[src/rtl/wd_sector_bridge_pkg.sv]
// Shared definitions for the WD1770 sector bridge: FSM state encodings and
// bit positions inside the controller's dsr command word and dcr status word.
package wd_bridge_pkg;

  localparam logic [2:0] IDLE     = 3'd0;
  localparam logic [2:0] DECODE   = 3'd1;
  localparam logic [2:0] RD_XFER  = 3'd2;
  localparam logic [2:0] WR_XFER  = 3'd3;
  localparam logic [2:0] ACK      = 3'd4;
  localparam logic [2:0] ACK_WAIT = 3'd5;

  localparam int DSR_ACKACK = 16;
  localparam int DSR_RD1    = 17;
  localparam int DSR_RD0    = 18;
  localparam int DSR_WR1    = 20;
  localparam int DSR_WR0    = 21;
  localparam int DCR_ERR    = 3;
  localparam int DCR_FIN    = 4;

endpackage

[src/rtl/wd_sector_bridge_if.sv]
// Bus bundle between the WD1770 ctrl-module side, the bridge and the block store.
// The bridge uses the master modport; the controller/storage environment uses slave.
interface wd_sector_bridge_if;
  logic [31:0] dsr;
  logic [31:0] dcr;
  logic [7:0]  dd0in;
  logic        dd0inclk;
  logic [7:0]  dd0out;
  logic        dd0outclk;
  logic [21:0] blk_lba;
  logic        blk_rd;
  logic        blk_wr;
  logic [7:0]  blk_rdata;
  logic        blk_rvalid;
  logic [7:0]  blk_wdata;
  logic        blk_wvalid;
  logic        blk_wready;
  logic        blk_done;
  logic        blk_err;
  logic        busy;

  modport master (
    input  dsr, dd0out, blk_rdata, blk_rvalid, blk_wready, blk_done, blk_err,
    output dcr, dd0in, dd0inclk, dd0outclk, blk_lba, blk_rd, blk_wr,
    output blk_wdata, blk_wvalid, busy
  );

  modport slave (
    output dsr, dd0out, blk_rdata, blk_rvalid, blk_wready, blk_done, blk_err,
    input  dcr, dd0in, dd0inclk, dd0outclk, blk_lba, blk_rd, blk_wr,
    input  blk_wdata, blk_wvalid, busy
  );
endinterface

[src/rtl/wd_sector_bridge_chs_to_lba.sv]
// Combinational CHS-to-LBA mapper with range check; kept standalone so a later
// format/track engine can share the same disk-image geometry.
module wd_chs_to_lba #(
  parameter int SECT_PER_TRK = 10,
  parameter int NUM_TRK      = 80,
  parameter int DRIVE1_BASE  = 1600
) (
  input  logic [4:0]  sect_i,
  input  logic [6:0]  trk_i,
  input  logic        side_i,
  input  logic        drive_i,
  output logic [21:0] lba_o,
  output logic        valid_o
);

  logic [21:0] base;
  logic [21:0] trackSide;

  // {trk, side} is trk*2+side; sectors are numbered from 1 on disk
  always_comb begin
    base      = drive_i ? 22'(DRIVE1_BASE) : 22'd0;
    trackSide = {14'd0, trk_i, side_i};
    lba_o     = base + trackSide * 22'(SECT_PER_TRK) + {17'd0, sect_i} - 22'd1;
    valid_o   = (sect_i != 5'd0) && (int'(sect_i) <= SECT_PER_TRK) &&
                (int'(trk_i) < NUM_TRK);
  end

endmodule

[src/rtl/wd_sector_bridge.sv]
// WD1770 ctrl-module to 512-byte block-storage bridge: decodes sector commands,
// streams one sector per command and acknowledges via dcr. Option: WD_BRIDGE_TIMEOUT_EN.
module wd_sector_bridge
  import wd_bridge_pkg::*;
#(
  parameter int SECT_PER_TRK = 10,
  parameter int NUM_TRK      = 80,
  parameter int DRIVE1_BASE  = 1600,
  parameter int SECT_BYTES   = 512
) (
  input logic               clk,
  input logic               rstn,
  wd_sector_bridge_if.master bus
);

  localparam int CW = $clog2(SECT_BYTES + 1);
  localparam logic [CW-1:0] FULL = CW'(SECT_BYTES);

  logic [2:0]    state_q, state_d;
  logic          rdReqPrev_q, wrReqPrev_q;
  logic          isRead_q, isRead_d;
  logic          drive_q, drive_d;
  logic [4:0]    sect_q, sect_d;
  logic [6:0]    trk_q, trk_d;
  logic          side_q, side_d;
  logic [CW-1:0] cnt_q, cnt_d;
  logic          abort_q, abort_d;
  logic          dcrFin_q, dcrFin_d;
  logic          dcrErr_q, dcrErr_d;
  logic [7:0]    dd0in_q, dd0in_d;
  logic          dd0inclk_q, dd0inclk_d;
  logic          dd0outclk_q, dd0outclk_d;
  logic          blkRd_q, blkRd_d;
  logic          blkWr_q, blkWr_d;
  logic          blkWvalid_q, blkWvalid_d;
  logic [21:0]   blkLba_q, blkLba_d;
  logic [7:0]    blkWdata_q, blkWdata_d;

  logic          rdReq, wrReq, rdStart, wrStart;
  logic          byteMoved, timeout, finish, errNext;
  logic [21:0]   mapLba;
  logic          mapValid;
  logic          unusedDsr;

  assign rdReq     = bus.dsr[DSR_RD0] | bus.dsr[DSR_RD1];
  assign wrReq     = bus.dsr[DSR_WR0] | bus.dsr[DSR_WR1];
  assign rdStart   = rdReq && !rdReqPrev_q;
  assign wrStart   = wrReq && !wrReqPrev_q;
  assign unusedDsr = ^{bus.dsr[31:22], bus.dsr[19], bus.dsr[15:13]};
  assign byteMoved = ((state_q == RD_XFER) && bus.blk_rvalid && (cnt_q < FULL)) ||
                     ((state_q == WR_XFER) && blkWvalid_q && bus.blk_wready);

  wd_chs_to_lba #(
    .SECT_PER_TRK(SECT_PER_TRK),
    .NUM_TRK     (NUM_TRK),
    .DRIVE1_BASE (DRIVE1_BASE)
  ) u_map (
    .sect_i (sect_q),
    .trk_i  (trk_q),
    .side_i (side_q),
    .drive_i(drive_q),
    .lba_o  (mapLba),
    .valid_o(mapValid)
  );

`ifdef WD_BRIDGE_TIMEOUT_EN
  logic [23:0] wdog_q, wdog_d;
  logic        inXfer;

  assign inXfer  = (state_q == RD_XFER) || (state_q == WR_XFER);
  assign timeout = inXfer && (wdog_q == 24'hFF_FFFF);
  assign wdog_d  = (!inXfer || byteMoved) ? 24'd0 : wdog_q + 24'd1;

  always_ff @(posedge clk or negedge rstn) begin
    if (!rstn) wdog_q <= 24'd0;
    else       wdog_q <= wdog_d;
  end
`else
  assign timeout = 1'b0;
`endif

  always_comb begin
    state_d     = state_q;
    isRead_d    = isRead_q;
    drive_d     = drive_q;
    sect_d      = sect_q;
    trk_d       = trk_q;
    side_d      = side_q;
    cnt_d       = cnt_q;
    abort_d     = abort_q;
    dcrFin_d    = dcrFin_q;
    dcrErr_d    = dcrErr_q;
    dd0in_d     = dd0in_q;
    dd0inclk_d  = 1'b0;
    dd0outclk_d = 1'b0;
    blkRd_d     = blkRd_q;
    blkWr_d     = blkWr_q;
    blkWvalid_d = blkWvalid_q;
    blkLba_d    = blkLba_q;
    blkWdata_d  = blkWdata_q;
    finish      = 1'b0;
    errNext     = 1'b0;
    case (state_q)
      IDLE: begin
        if (rdStart || wrStart) begin
          state_d  = DECODE;
          isRead_d = rdStart;
          drive_d  = rdStart ? !bus.dsr[DSR_RD0] : !bus.dsr[DSR_WR0];
          sect_d   = bus.dsr[4:0];
          trk_d    = bus.dsr[11:5];
          side_d   = bus.dsr[12];
        end
      end
      DECODE: begin
        cnt_d   = '0;
        abort_d = 1'b0;
        if (!mapValid) begin
          state_d  = ACK;
          dcrFin_d = 1'b1;
          dcrErr_d = 1'b1;
        end else begin
          blkLba_d = mapLba;
          blkRd_d  = isRead_q;
          blkWr_d  = !isRead_q;
          state_d  = isRead_q ? RD_XFER : WR_XFER;
        end
      end
      RD_XFER: begin
        if (!rdReq) abort_d = 1'b1;
        if (bus.blk_rvalid && (cnt_q < FULL)) begin
          dd0in_d    = bus.blk_rdata;
          dd0inclk_d = 1'b1;
          cnt_d      = cnt_q + CW'(1);
        end
        if (bus.blk_done || timeout) begin
          blkRd_d = 1'b0;
          finish  = 1'b1;
          errNext = timeout || bus.blk_err || (cnt_d != FULL);
        end
      end
      WR_XFER: begin
        // The FIFO is show-ahead, so dd0out is latched in the same cycle as the pop strobe
        if (!wrReq) abort_d = 1'b1;
        if (dd0outclk_q) begin
          blkWdata_d  = bus.dd0out;
          blkWvalid_d = 1'b1;
          cnt_d       = cnt_q + CW'(1);
        end else if (blkWvalid_q) begin
          if (bus.blk_wready) blkWvalid_d = 1'b0;
        end else if (cnt_q < FULL) begin
          dd0outclk_d = 1'b1;
        end
        if (bus.blk_done || timeout) begin
          blkWr_d     = 1'b0;
          blkWvalid_d = 1'b0;
          dd0outclk_d = 1'b0;
          finish      = 1'b1;
          errNext     = timeout || bus.blk_err;
        end
      end
      ACK: begin
        if (!rdReq && !wrReq && bus.dsr[DSR_ACKACK]) state_d = ACK_WAIT;
      end
      ACK_WAIT: begin
        if (!bus.dsr[DSR_ACKACK]) begin
          dcrFin_d = 1'b0;
          dcrErr_d = 1'b0;
          state_d  = IDLE;
        end
      end
      default: state_d = IDLE;
    endcase
    // A force-interrupted command still drains storage but never reports status
    if (finish) begin
      if (abort_d) begin
        state_d = IDLE;
      end else begin
        state_d  = ACK;
        dcrFin_d = 1'b1;
        dcrErr_d = errNext;
      end
    end
  end

  always_ff @(posedge clk or negedge rstn) begin
    if (!rstn) begin
      state_q     <= IDLE;
      rdReqPrev_q <= 1'b0;
      wrReqPrev_q <= 1'b0;
      isRead_q    <= 1'b0;
      drive_q     <= 1'b0;
      sect_q      <= 5'd0;
      trk_q       <= 7'd0;
      side_q      <= 1'b0;
      cnt_q       <= '0;
      abort_q     <= 1'b0;
      dcrFin_q    <= 1'b0;
      dcrErr_q    <= 1'b0;
      dd0in_q     <= 8'd0;
      dd0inclk_q  <= 1'b0;
      dd0outclk_q <= 1'b0;
      blkRd_q     <= 1'b0;
      blkWr_q     <= 1'b0;
      blkWvalid_q <= 1'b0;
      blkLba_q    <= 22'd0;
      blkWdata_q  <= 8'd0;
    end else begin
      state_q     <= state_d;
      rdReqPrev_q <= rdReq;
      wrReqPrev_q <= wrReq;
      isRead_q    <= isRead_d;
      drive_q     <= drive_d;
      sect_q      <= sect_d;
      trk_q       <= trk_d;
      side_q      <= side_d;
      cnt_q       <= cnt_d;
      abort_q     <= abort_d;
      dcrFin_q    <= dcrFin_d;
      dcrErr_q    <= dcrErr_d;
      dd0in_q     <= dd0in_d;
      dd0inclk_q  <= dd0inclk_d;
      dd0outclk_q <= dd0outclk_d;
      blkRd_q     <= blkRd_d;
      blkWr_q     <= blkWr_d;
      blkWvalid_q <= blkWvalid_d;
      blkLba_q    <= blkLba_d;
      blkWdata_q  <= blkWdata_d;
    end
  end

  assign bus.dcr        = {27'd0, dcrFin_q, dcrErr_q, 3'd0};
  assign bus.dd0in      = dd0in_q;
  assign bus.dd0inclk   = dd0inclk_q;
  assign bus.dd0outclk  = dd0outclk_q;
  assign bus.blk_lba    = blkLba_q;
  assign bus.blk_rd     = blkRd_q;
  assign bus.blk_wr     = blkWr_q;
  assign bus.blk_wdata  = blkWdata_q;
  assign bus.blk_wvalid = blkWvalid_q;
  assign bus.busy       = (state_q != IDLE);

endmodule

[src/flat_wrapper.sv]
// flat-port wrapper written by rule: the top's interface ports become plain ports
module wd_sector_bridge_flat import wd_bridge_pkg::*;
#(
  parameter int SECT_PER_TRK = 10,
  parameter int NUM_TRK      = 80,
  parameter int DRIVE1_BASE  = 1600,
  parameter int SECT_BYTES   = 512
)
  (clk, rstn, bus_dsr, bus_dd0out, bus_blk_rdata, bus_blk_rvalid, bus_blk_wready, bus_blk_done, bus_blk_err, bus_dcr, bus_dd0in, bus_dd0inclk, bus_dd0outclk, bus_blk_lba, bus_blk_rd, bus_blk_wr, bus_blk_wdata, bus_blk_wvalid, bus_busy);
  wd_sector_bridge_if bus_i ();
  input logic clk;
  input logic rstn;
  input wire logic [$bits(bus_i.dsr)-1:0] bus_dsr;
  input wire logic [$bits(bus_i.dd0out)-1:0] bus_dd0out;
  input wire logic [$bits(bus_i.blk_rdata)-1:0] bus_blk_rdata;
  input wire logic [$bits(bus_i.blk_rvalid)-1:0] bus_blk_rvalid;
  input wire logic [$bits(bus_i.blk_wready)-1:0] bus_blk_wready;
  input wire logic [$bits(bus_i.blk_done)-1:0] bus_blk_done;
  input wire logic [$bits(bus_i.blk_err)-1:0] bus_blk_err;
  output wire logic [$bits(bus_i.dcr)-1:0] bus_dcr;
  output wire logic [$bits(bus_i.dd0in)-1:0] bus_dd0in;
  output wire logic [$bits(bus_i.dd0inclk)-1:0] bus_dd0inclk;
  output wire logic [$bits(bus_i.dd0outclk)-1:0] bus_dd0outclk;
  output wire logic [$bits(bus_i.blk_lba)-1:0] bus_blk_lba;
  output wire logic [$bits(bus_i.blk_rd)-1:0] bus_blk_rd;
  output wire logic [$bits(bus_i.blk_wr)-1:0] bus_blk_wr;
  output wire logic [$bits(bus_i.blk_wdata)-1:0] bus_blk_wdata;
  output wire logic [$bits(bus_i.blk_wvalid)-1:0] bus_blk_wvalid;
  output wire logic [$bits(bus_i.busy)-1:0] bus_busy;
  assign bus_i.dsr = bus_dsr;
  assign bus_i.dd0out = bus_dd0out;
  assign bus_i.blk_rdata = bus_blk_rdata;
  assign bus_i.blk_rvalid = bus_blk_rvalid;
  assign bus_i.blk_wready = bus_blk_wready;
  assign bus_i.blk_done = bus_blk_done;
  assign bus_i.blk_err = bus_blk_err;
  assign bus_dcr = bus_i.dcr;
  assign bus_dd0in = bus_i.dd0in;
  assign bus_dd0inclk = bus_i.dd0inclk;
  assign bus_dd0outclk = bus_i.dd0outclk;
  assign bus_blk_lba = bus_i.blk_lba;
  assign bus_blk_rd = bus_i.blk_rd;
  assign bus_blk_wr = bus_i.blk_wr;
  assign bus_blk_wdata = bus_i.blk_wdata;
  assign bus_blk_wvalid = bus_i.blk_wvalid;
  assign bus_busy = bus_i.busy;
  wd_sector_bridge #(.SECT_PER_TRK(SECT_PER_TRK), .NUM_TRK(NUM_TRK), .DRIVE1_BASE(DRIVE1_BASE), .SECT_BYTES(SECT_BYTES)) u_core (.clk(clk), .rstn(rstn), .bus(bus_i));
endmodule
[config.mk]
export PLATFORM = sky130hd
export DESIGN_NAME = wd_sector_bridge_flat
export DESIGN_NICKNAME = d
export VERILOG_FILES = /design/src/rtl/wd_sector_bridge_pkg.sv /design/src/rtl/wd_sector_bridge_if.sv /design/src/rtl/wd_sector_bridge_chs_to_lba.sv /design/src/rtl/wd_sector_bridge.sv /design/src/flat_wrapper.sv
export SDC_FILE = /design/constraint.sdc
export NUM_CORES = 1
export LEC_CHECK = 0
export CAP_MARGIN = 5
export CORE_ASPECT_RATIO = 0.6
export CORE_MARGIN = 2
export CORE_UTILIZATION = 52
export CTS_CLUSTER_DIAMETER = 100
export DETAILED_ROUTE_END_ITERATION = 12
export PLACE_DENSITY = 0.86
export SLEW_MARGIN = 30
export SYNTH_ARGS = -nofsm -noshare
export SYNTH_HDL_FRONTEND = slang
export SYNTH_SLANG_ARGS = --single-unit
[constraint.sdc]
create_clock -name clk -period 6.75 [get_ports clk]
set_clock_uncertainty 0.05 [all_clocks]
set_input_delay 1.35 -clock clk [delete_from_list [all_inputs] [get_ports clk]]
set_output_delay 1.35 -clock clk [all_outputs]
set_load 0.02 [all_outputs]
==> summary.txt <==
Run status
  • Status: finished clean

CTS
  • Sink Count: 75
  • CTS Hold Bufs: 0
  • H-tree levels: 3
  • CTS clk-pin slew, worst paths: 0.06 ns
  • Clk_lat worst skew: 0.34 ns
  • CTS root buffer: clkbuf_16
  • Num CTS Buffers: 9
  • # resized after CTS: 0
  • CTS tree: done
  • Post-CTS Setup Inserts: 0
  • Worst-case clock buffer depth: 2

Finish
  • Fin nets: 635
  • Post-layout util: 0.664
  • Area grow syn2layout: 24.3%
  • Layout cells sized above 1: 0.101
  • Final antenna diode count: 0

STA
  • Slew Viols, Final: 0
  • Fmax: 269 MHz
  • Tcrit/Tclk final: 0.550
  • Endpoints failing setup: 0
  • Headroom to the max-slew limit: 0.468
  • Tmin final: 3.71 ns
  • RSZ-0062 raised after global routing: no
  • Final Hold Viols: 0
  • Final setup TNS: 0 ns
  • Slew @ Worst Pin: 0.797 ns

Setup path
  • Reg2reg path depth: 14
  • Slowest stage delay, CP: 0.41 ns
  • R2r startpoint: u_core.trk_q[2]
  • Startpoint Class: flip-flop
  • Critical Path AT: 3.93 ns
  • CP max-delay cell: dfrtp_1
  • Top cell by count, worst path: ha_1
  • WP data required: 6.97 ns
  • Crit path max fanout: 5
  • Critical Path End Type: flip-flop
  • Critical-path cell list: ha_1 > ha_1 > fa_1 > a21o_1 > a21oi_1 > o21bai_1 > a21oi_1 > xor2_1 > ha_1 > inv_1 > ha_1 > a21oi_1 > o2111ai_2 > o211ai_1
  • Critical path class: reg2reg
  • Crit path launch: u_core.trk_q[2]

Logic synthesis
  • Synth Area in Compound Gates: 0.163
  • Average size of a mapped cell: 9.72 um2
  • Synth unique cells: 58
  • Simple-gate area share of the yosys netlist: 0.130
  • Yosys reg bits: 75
  • Synthesized area: 4520 um2
  • EDFF count, synth: 0
  • Adder-cell share of the synthesized area: 0.0975
  • Post-synthesis cell count: 465
  • Async SR Flop Fraction: 1.00
  • Post-synthesis mux area share: 0.0656
  • Largest family of logic cells by synthesized area: compound AO/OA/AOI/OAI gates
  • Ys flop type: dfrtp_1
  • XOR/XNOR share of the synthesized area: 0.0252
  • Register area share after synthesis: 0.415
  • Synth warn: 0

Floorplanning
  • Boundary Pins: 130
  • Total die area: 9470 um2
  • Die H: 76.2 um
  • Core Region: 8460 um2
  • Cell row count: 26
  • Starting Density: 0.534
  • Die X: 124 um

Drt
  • Antenna Violating Nets Remaining: 0
  • Detailed-route via count: 3628
  • Drt pass-1 iters: 6
  • Final Routed Wirelength: 10.4 mm
  • Drt drc: 0
  • Initial DRC count: 275
  • Routed WL per cell: 15.6 um
  • Number of vias per cell: 5.46

GRT
  • Antenna violations before repair: 0
  • Total Routing Usage GR: 0.228
  • Total gr overflow: 0
  • Vias in the first global route: 3663
  • Largest net degree at the start of global routing: 76
  • First-pass GRT wire length: 17.6 mm

Placement
  • HPWL after DPL: 7.80 mm
  • I/O Buffers: 85
  • GPL Wtd Cong: 0.905

Hold path
  • Min-Delay Path Class: reg2reg
  • Hold Path Depth: 2
  • Hold path start: u_core.bus.blk_lba[14]

Flow run
  • Max Cap Viol: 0
## layer usage
| metal | wire length, um | track usage |
|---|---|---|
| met1 | 4610 | 0.297 |
| met2 | 4780 | 0.355 |
| met3 | 869 | 0.0920 |
| met4 | 126 | 0.0652 |
| met5 | 0 | 0 |
## path summary, 6_finish.rpt
kind / end / slack, ns
worst max-delay path: u_core.bus.blk_lba[12] / 3.04
worst min-delay path: u_core.bus.blk_lba[14] / 0.43
worst max register to register: u_core.bus.blk_lba[12] / 3.04
worst min register to register: u_core.bus.blk_lba[14] / 0.43
max in group asynchronous: u_core.bus.blk_lba[9] / 5.12
min in group asynchronous: u_core.bus.blk_wdata[2] / 1.07
## critical path, delay by kind of cell (launching register included)
family / cells / cell delay [ns]
flip-flops: 1 / 0.41
buffers and inverters: 1 / 0.05
XOR/XNOR: 1 / 0.20
adder cells (fa/ha/maj): 5 / 1.48
AO/OA/AOI/OAI: 7 / 1.46
## logic make-up (layout without fill, tap and decap cells)
| family | count (synthesis) | count (layout) |
|---|---|---|
| other | 1 | 30 |
| xor gates and xnor gates | 13 | 13 |
| buffers and inverters | 82 | 140 |
| AOI/OAI and AO/OA | 116 | 116 |
| DFF | 75 | 75 |
| adders and majority gates | 34 | 34 |
| and+or+nand+nor | 118 | 118 |
| muxes | 26 | 26 |
## through the flow
stage | cell area, um2 | worst slack [ns] | hold WS [ns] | cells
finish | 5610 | 3.04 | 0.428 | 664
global route | 5610 | 2.82 | 0.460 | 664
CTS | 5610 | 3.08 | 0.428 | 664
detailed placement | 5310 | 2.97 | 0.414 | 648
global placement | 5310 | 3.07 | 0.410 | 648
floorplan | 4630 | 3.53 | 0.424 | 494
## cells in the final DEF, fill, tap and decap left out, types with 2 or more instances in the layout
cell type         n
clkdlybuf4s50_1  84
dfrtp_1          75
nand2_1          55
o21ai_0          42
inv_1            36
ha_1             32
conb_1           30
mux2_2           25
a21oi_1          21
nor2_1           14
nand3_1          12
a21o_1           11
clkbuf_16         9
o21a_1            8
o31ai_1           7
xor2_1            7
xnor2_1           6
nor2b_1           6
nand2b_1          5
and3_1            5
nor3_1            4
o22ai_1           3
o41ai_1           3
a211oi_1          2
o21bai_1          2
or3_1             2
o32ai_1           2
or4_1             2
a31oi_1           2
o211ai_1          2
fa_1              2
inv_6             2
buf_4             2
## sequential cells by signal, summed over array words and instances, names as in the netlist, 3 cells and up
register and count:
u_core.bus.blk_lba 21, u_core.cnt_q 10, u_core.bus.blk_wdata 8, u_core.bus.dd0in 8, u_core.state_q 3, u_core.trk_q 7, u_core.sect_q 5
## Yosys cell counts (5+ instances only)
cell type	n	area, um2
nand3_1	12	60.1
inv_1	36	135
nand2b_1	5	31.3
ha_1	32	400
nor2_1	14	52.6
o21a_1	8	60.1
xnor2_1	6	52.6
o21ai_0	42	210
nand2_1	55	206
dfrtp_1	75	1880
nor2b_1	6	37.5
a21oi_1	21	105
a21o_1	11	82.6
xor2_1	7	61.3
buf_4	38	285
and3_1	5	31.3
o31ai_1	7	52.6
mux2_2	25	282
## cell type report
cell class	instances	area, um2
tap	112	140
fill	663	2840
clock buffer	11	243
timing repair buffer	88	872
clock inverter	5	60.1
multi-input combinational	337	2290
inverter	36	135
sequential	75	1880
Power is not shown: default switching activity piles up to over one toggle a cycle in this logic, so the estimate is an artifact.
